<file path="config.mk">
export PLATFORM = sky130hd
export DESIGN_NAME = key_load_sequencer_flat
export DESIGN_NICKNAME = d
export VERILOG_FILES = /design/src/rtl/key_load_sequencer_if.sv /design/src/rtl/key_load_sequencer.sv /design/src/flat_wrapper.sv
export SDC_FILE = /design/constraint.sdc
export NUM_CORES = 2
export LEC_CHECK = 0
export ABC_AREA = 0
export ABC_CLOCK_PERIOD_IN_PS = 2700
export CORE_UTILIZATION = 45
export DETAILED_ROUTE_END_ITERATION = 10
export GPL_TIMING_DRIVEN = 0
export SKIP_LAST_GASP = 1
export SLEW_MARGIN = 20
export SYNTH_ARGS = -nofsm -noshare
export SYNTH_HDL_FRONTEND = slang
export SYNTH_SLANG_ARGS = --single-unit
</file>
<file path="constraint.sdc">
create_clock -name clk -period 2.7 [get_ports clk]
set_clock_uncertainty 0.1 [all_clocks]
set_input_delay 0.54 -clock clk [delete_from_list [all_inputs] [get_ports clk]]
set_output_delay 0.54 -clock clk [all_outputs]
set_load 0.02 [all_outputs]
</file>
<file path="src/rtl/key_load_sequencer_if.sv">
// Key bus between the key load sequencer (master) and the key expansion core (slave).
interface key_load_sequencer_if #(
  parameter int KEY_W = 256
);
  logic             o_start;
  logic [1:0]       o_key_mode;
  logic [KEY_W-1:0] o_key;
  logic             i_key_ready;

  modport master (output o_start, output o_key_mode, output o_key, input i_key_ready);
  modport slave  (input o_start, input o_key_mode, input o_key, output i_key_ready);
endinterface

</file>
<file path="src/rtl/key_load_sequencer.sv">
// Multi-slot AES key store and expansion sequencer driving the key expansion core.
// Optional expander wait timeout is enabled by defining KEYSEQ_TIMEOUT_EN.
module key_load_sequencer #(
  parameter int NUM_SLOTS = 4,
  parameter int KEY_W     = 256,
  parameter int TIMEOUT   = 64,
  localparam int SLOT_W   = $clog2(NUM_SLOTS)
) (
  input  logic                 clk,
  input  logic                 resetL,
  input  logic                 wr_en,
  input  logic [SLOT_W-1:0]    wr_slot,
  input  logic [1:0]           wr_mode,
  input  logic [KEY_W-1:0]     wr_key,
  input  logic                 act_valid,
  output logic                 act_ready,
  input  logic [SLOT_W-1:0]    act_slot,
  key_load_sequencer_if.master kbus,
  output logic [NUM_SLOTS-1:0] slot_loaded,
  output logic [SLOT_W-1:0]    active_slot,
  output logic                 active_valid,
  output logic                 busy,
  output logic                 err_pulse
);

  localparam logic [1:0] IDLE      = 2'd0;
  localparam logic [1:0] START     = 2'd1;
  localparam logic [1:0] WAIT_LOW  = 2'd2;
  localparam logic [1:0] WAIT_HIGH = 2'd3;

  logic [1:0]       state;
  logic [KEY_W-1:0] key_mem  [NUM_SLOTS];
  logic [1:0]       mode_mem [NUM_SLOTS];
  logic [KEY_W-1:0] key_q;
  logic [1:0]       mode_q;

  logic wr_legal, wr_hits_active, wr_hits_act;
  logic act_fire, act_loaded, act_reuse, act_start;
  logic waiting, restart, done, timed_out;

  // A same-cycle legal write counts as loading the slot being activated.
  assign wr_legal       = wr_en && (wr_mode != 2'b11);
  assign wr_hits_active = wr_legal && (wr_slot == active_slot);
  assign wr_hits_act    = wr_legal && (wr_slot == act_slot);
  assign act_fire       = act_valid && (state == IDLE);
  assign act_loaded     = slot_loaded[act_slot] || wr_hits_act;
  assign act_reuse      = (act_slot == active_slot) && active_valid && !wr_hits_active;
  assign act_start      = act_fire && act_loaded && !act_reuse;
  assign waiting        = (state == WAIT_LOW) || (state == WAIT_HIGH);
  assign restart        = waiting && wr_hits_active;
  assign done           = (state == WAIT_HIGH) && kbus.i_key_ready && !restart;

`ifdef KEYSEQ_TIMEOUT_EN
  localparam int CNT_W = $clog2(TIMEOUT);
  logic [CNT_W-1:0] wait_cnt;

  always_ff @(posedge clk or negedge resetL) begin
    if (!resetL)      wait_cnt <= '0;
    else if (waiting) wait_cnt <= wait_cnt + 1'b1;
    else              wait_cnt <= '0;
  end

  // Completion and restart take priority over an expiring wait.
  assign timed_out = waiting && !restart && !done && (wait_cnt == CNT_W'(TIMEOUT - 1));
`else
  assign timed_out = 1'b0;
`endif

  always_ff @(posedge clk or negedge resetL) begin
    if (!resetL) begin
      slot_loaded <= '0;
      for (int i = 0; i < NUM_SLOTS; i++) begin
        key_mem[i]  <= '0;
        mode_mem[i] <= '0;
      end
    end else if (wr_legal) begin
      key_mem[wr_slot]     <= wr_key;
      mode_mem[wr_slot]    <= wr_mode;
      slot_loaded[wr_slot] <= 1'b1;
    end
  end

  always_ff @(posedge clk or negedge resetL) begin
    if (!resetL) begin
      state        <= IDLE;
      active_slot  <= '0;
      active_valid <= 1'b0;
      key_q        <= '0;
      mode_q       <= '0;
      err_pulse    <= 1'b0;
    end else begin
      err_pulse <= (wr_en && !wr_legal) || (act_fire && !act_loaded) || timed_out;
      if (wr_hits_active) active_valid <= 1'b0;
      case (state)
        IDLE: begin
          if (act_start) begin
            state        <= START;
            active_slot  <= act_slot;
            active_valid <= 1'b0;
            key_q        <= wr_hits_act ? wr_key  : key_mem[act_slot];
            mode_q       <= wr_hits_act ? wr_mode : mode_mem[act_slot];
          end
        end
        START: state <= WAIT_LOW;
        default: begin
          // A rewrite of the slot being expanded restarts with the fresh key.
          if (restart) begin
            state  <= START;
            key_q  <= wr_key;
            mode_q <= wr_mode;
          end else if (done) begin
            state        <= IDLE;
            active_valid <= 1'b1;
          end else if (timed_out) begin
            state <= IDLE;
          end else if ((state == WAIT_LOW) && !kbus.i_key_ready) begin
            state <= WAIT_HIGH;
          end
        end
      endcase
    end
  end

  assign act_ready       = (state == IDLE);
  assign busy            = (state != IDLE);
  assign kbus.o_start    = (state == START);
  assign kbus.o_key      = key_q;
  assign kbus.o_key_mode = mode_q;

endmodule

</file>
<file path="src/flat_wrapper.sv">
// flat-port wrapper written by rule: the top's interface ports become plain ports
module key_load_sequencer_flat 
#(
  parameter int NUM_SLOTS = 4,
  parameter int KEY_W     = 256,
  parameter int TIMEOUT   = 64,
  localparam int SLOT_W   = $clog2(NUM_SLOTS)
)
  (clk, resetL, wr_en, wr_slot, wr_mode, wr_key, act_valid, act_ready, act_slot, slot_loaded, active_slot, active_valid, busy, err_pulse, kbus_o_start, kbus_o_key_mode, kbus_o_key, kbus_i_key_ready);
  key_load_sequencer_if #(.KEY_W(KEY_W)) kbus_i ();
  input  logic clk;
  input  logic resetL;
  input  logic wr_en;
  input  logic [SLOT_W-1:0] wr_slot;
  input  logic [1:0] wr_mode;
  input  logic [KEY_W-1:0] wr_key;
  input  logic act_valid;
  output logic act_ready;
  input  logic [SLOT_W-1:0] act_slot;
  output logic [NUM_SLOTS-1:0] slot_loaded;
  output logic [SLOT_W-1:0] active_slot;
  output logic active_valid;
  output logic busy;
  output logic err_pulse;
  output wire logic [$bits(kbus_i.o_start)-1:0] kbus_o_start;
  output wire logic [$bits(kbus_i.o_key_mode)-1:0] kbus_o_key_mode;
  output wire logic [$bits(kbus_i.o_key)-1:0] kbus_o_key;
  input wire logic [$bits(kbus_i.i_key_ready)-1:0] kbus_i_key_ready;
  assign kbus_o_start = kbus_i.o_start;
  assign kbus_o_key_mode = kbus_i.o_key_mode;
  assign kbus_o_key = kbus_i.o_key;
  assign kbus_i.i_key_ready = kbus_i_key_ready;
  key_load_sequencer #(.NUM_SLOTS(NUM_SLOTS), .KEY_W(KEY_W), .TIMEOUT(TIMEOUT)) u_core (.clk(clk), .resetL(resetL), .wr_en(wr_en), .wr_slot(wr_slot), .wr_mode(wr_mode), .wr_key(wr_key), .act_valid(act_valid), .act_ready(act_ready), .act_slot(act_slot), .kbus(kbus_i), .slot_loaded(slot_loaded), .active_slot(active_slot), .active_valid(active_valid), .busy(busy), .err_pulse(err_pulse));
endmodule
</file>
==> qor.csv <==
metric,value,unit
Net Sw Frac,0.288,
status,finished with violations,
Unique masters post-synth,34,
CTS sink count,1300,
GP Congestion,0.768,
FF-to-FF setup slack,0.08,ns
number of global-route vias before repair,34500,
synthesized area,58100,sq um
DR vias,32000,
number of buffers added on ports,531,
Worst Hold Slack,-0.415,ns
Cell Rows,131,
Clock power frac,0.283,
Min-Delay Path Class,primary input to asynchronous set/reset pin,
DR pass1 iterations,4,
Design Power,69.3,mW
IO Count,536,
first-pass GRT wire length,223,mm
WL final,144,mm
Final nets,4354,
final antenna-violating net count,0,
Cells after DPL,5584,
CTS tree,done,
H-tree depth,4,
Switching Power,19.9,mW
fin cells,5870,
Post-Syn Area per Cell,17.2,sq um
clock root cell,clkbuf_16,
synthesis-stage register bit count,1300,
Max-Cap Viols,0,
synthesized instance count,3381,
Die Width,361,microns
fin area,71100,sq um
combinational share of power,0.317,
CP Launch Type,primary input,
worst IR drop on VDD,648,uV
die footprint,131000,sq um
Worst-Skew Late Latency,0.77,ns
# setup viols final,8,
Setup crit end kind,flip-flop,
vias per cell,5.45,
Fill cells,10300,
Fmax,367,MHz
per-cell routed wire length,24.5,microns
Slew @ Worst Pin,1.04,ns
Num CTS Buffers,147,
unrepaired setup endpoints after global routing,yes,
Worst EP arrival,3.28,ns
Synth Warn #,0,
final slew viol count,0,
initial antenna violation count,39,
Place WS,-2.04,ns
Int Pwr,49.3,mW
Layout area overhead,22.4,%
violated checks,"hold timing, setup timing",
post-route DRC violation count,0,
Total Routing Usage GR,0.226,
register area share after synthesis,0.560,
critical path type,primary input to flip-flop,
clock buffer depth,3,
Final Cycle Share,1.01,
Final HPWL DP,95.0,mm
pin count of the biggest net entering global routing,140,
Leakage,30.4,nW
Worst EP required,3.25,ns
Die Span Y,361,microns
number of synthesized flops with an enable pin,0,
Seq pwr share,0.400,
Initial DRC Count,1494,
starting density of the core,0.455,
main flop type after synthesis,dfrtp_1,
Core Box Area,128000,sq um
Crit Path Max Fanout,10,
slew margin rel.,0.305,
minimum clock period after layout,2.72,ns
final hold violation count,99,
"FFs w/ async S/R, synth",1.00,
setup ws final,-0.0215,ns
Total Neg Setup Slack,-0.0804,ns
layout cells sized above 1,0.530,
Congestion Overflow GR,0,
P per Cell Area,974,nW/um^2
placed instance area,65800,sq um
Clock transition at path regs,0.06,ns
Syn Nets,3648,
==> sequential cells by signal (all words and copies together), names as in the netlist <==
name and flops:
u_core.state 2, u_core.active_valid 1, u_core.mode_mem 8, u_core.slot_loaded 4
u_core.active_slot 2, u_core.kbus.o_key 256, u_core.kbus.o_key_mode 2, u_core.err_pulse 1
u_core.key_mem 1024
==> Yosys cell counts (2+ instances only) <==
master	number	share of area
buf_4	3	0.00039
buf_1	19	0.0012
buf_8	20	0.0052
a21oi_1	4	0.00034
buf_2	34	0.0029
xor2_1	6	0.00090
nand3b_1	2	0.00026
mux2_2	1330	0.26
mux4_2	259	0.10
buf_6	3	0.00058
nor2_1	5	0.00032
nand2_1	2	0.00013
a211oi_1	2	0.00026
dfrtp_1	1300	0.56
mux2_4	220	0.057
nand2b_1	3	0.00032
inv_1	2	0.00013
clkbuf_1	148	0.0096
nand3_1	2	0.00017
buf_12	2	0.00069
o31ai_1	2	0.00026
==> metal layers <==
layer,vias to the layer above,GRT usage,wire length (microns),share of wire
li1,14100,-,-,-
met3,234,0.0625,8540,0.059
met4,48,0.0610,2860,0.020
met5,-,0,304,0.0021
met1,17000,0.310,64100,0.44
met2,557,0.353,68200,0.47
==> layout by cell type (no fill, tap or decap), types with 17 or more instances in the layout <==
| master | instances |
|---|---|
| clkbuf_1 | 98 |
| mux2_2 | 1330 |
| mux2_4 | 220 |
| clkbuf_2 | 77 |
| dfrtp_1 | 1297 |
| clkdlybuf4s50_1 | 528 |
| clkbuf_8 | 38 |
| clkbuf_16 | 153 |
| clkbuf_4 | 17 |
| buf_8 | 18 |
| mux4_2 | 259 |
| clkinv_2 | 18 |
| buf_2 | 32 |
==> worst max-delay path: stages <==
cell and delay, ns:
buf_4 0.27, clkbuf_1 0.76, clkbuf_1 0.72, mux4_2 0.41
mux2_2 0.29, mux2_4 0.27
==> logic make-up after synthesis <==
kind of cell / count (synthesis) / synth area share
AND/OR/NAND/NOR: 19 / 0.00189
AO/OA/AOI/OAI: 16 / 0.00198
multiplexers: 1809 / 0.415
XOR/XNOR: 6 / 0.000904
buffers and inverters: 231 / 0.0207
flip-flops: 1300 / 0.560
==> cell type report <==
type	count	area (sq um)	area share
Sequential cell	1300	32500	0.457
Multi-Input combinational cell	1850	24400	0.343
Timing Repair Buffer	558	5870	0.0825
Clock buffer	229	4450	0.0626
Tap cell	1662	2080	0.0292
Buffer	228	1450	0.0204
Clock inverter	31	273	0.00384
Antenna cell	10	25.0	0.000352
Inverter	2	7.51	0.000106
==> repair_timing <==
action / CTS / global route
setup endpoints to repair: 1355 / 791
gates cloned: 3 / 2
resized for setup: 77 / 115
setup buffers: 11 / 1
pin swaps: 2 / 2
hold endpoints to repair: 88 / 88
==> worst paths after layout <==
path	start	endpoint	depth (start not counted)
worst min register to register	u_core.key_mem[307]$_DFFE_PN0P_	u_core.key_mem[307]$_DFFE_PN0P_	1
max in group asynchronous	resetL	u_core.key_mem[797]$_DFFE_PN0P_	6
worst max-delay path	act_slot[1]	u_core.kbus.o_key[70]$_DFFE_PN0P_	6
min in group clk	kbus_i_key_ready	u_core.active_valid$_DFF_PN0_	3
worst max register to register	u_core.active_slot[1]$_DFFE_PN0P_	u_core.kbus.o_key[249]$_DFFE_PN0P_	8
worst min-delay path	resetL	u_core.kbus.o_key[213]$_DFFE_PN0P_	1
==> metrics by stage <==
step	utilization	hold slack, ns
final	0.556	-0.415
after global routing	0.556	-0.409
after CTS	0.555	-0.447
after detailed placement	0.515	0.387
after global placement	0.512	0.381
after floorplan	-	0.144
==> power by group through the flow <==
stage,clock (mW),sequential (mW),combinational [mW]
floorplan,0,29.6,11.7
global placement,0,28.2,21.5
detailed placement,0,28.0,21.9
CTS,20.1,27.7,22.2
global route,21.0,28.4,23.3
finish,19.6,27.7,22.0
Power figures use the tool's default switching activity.
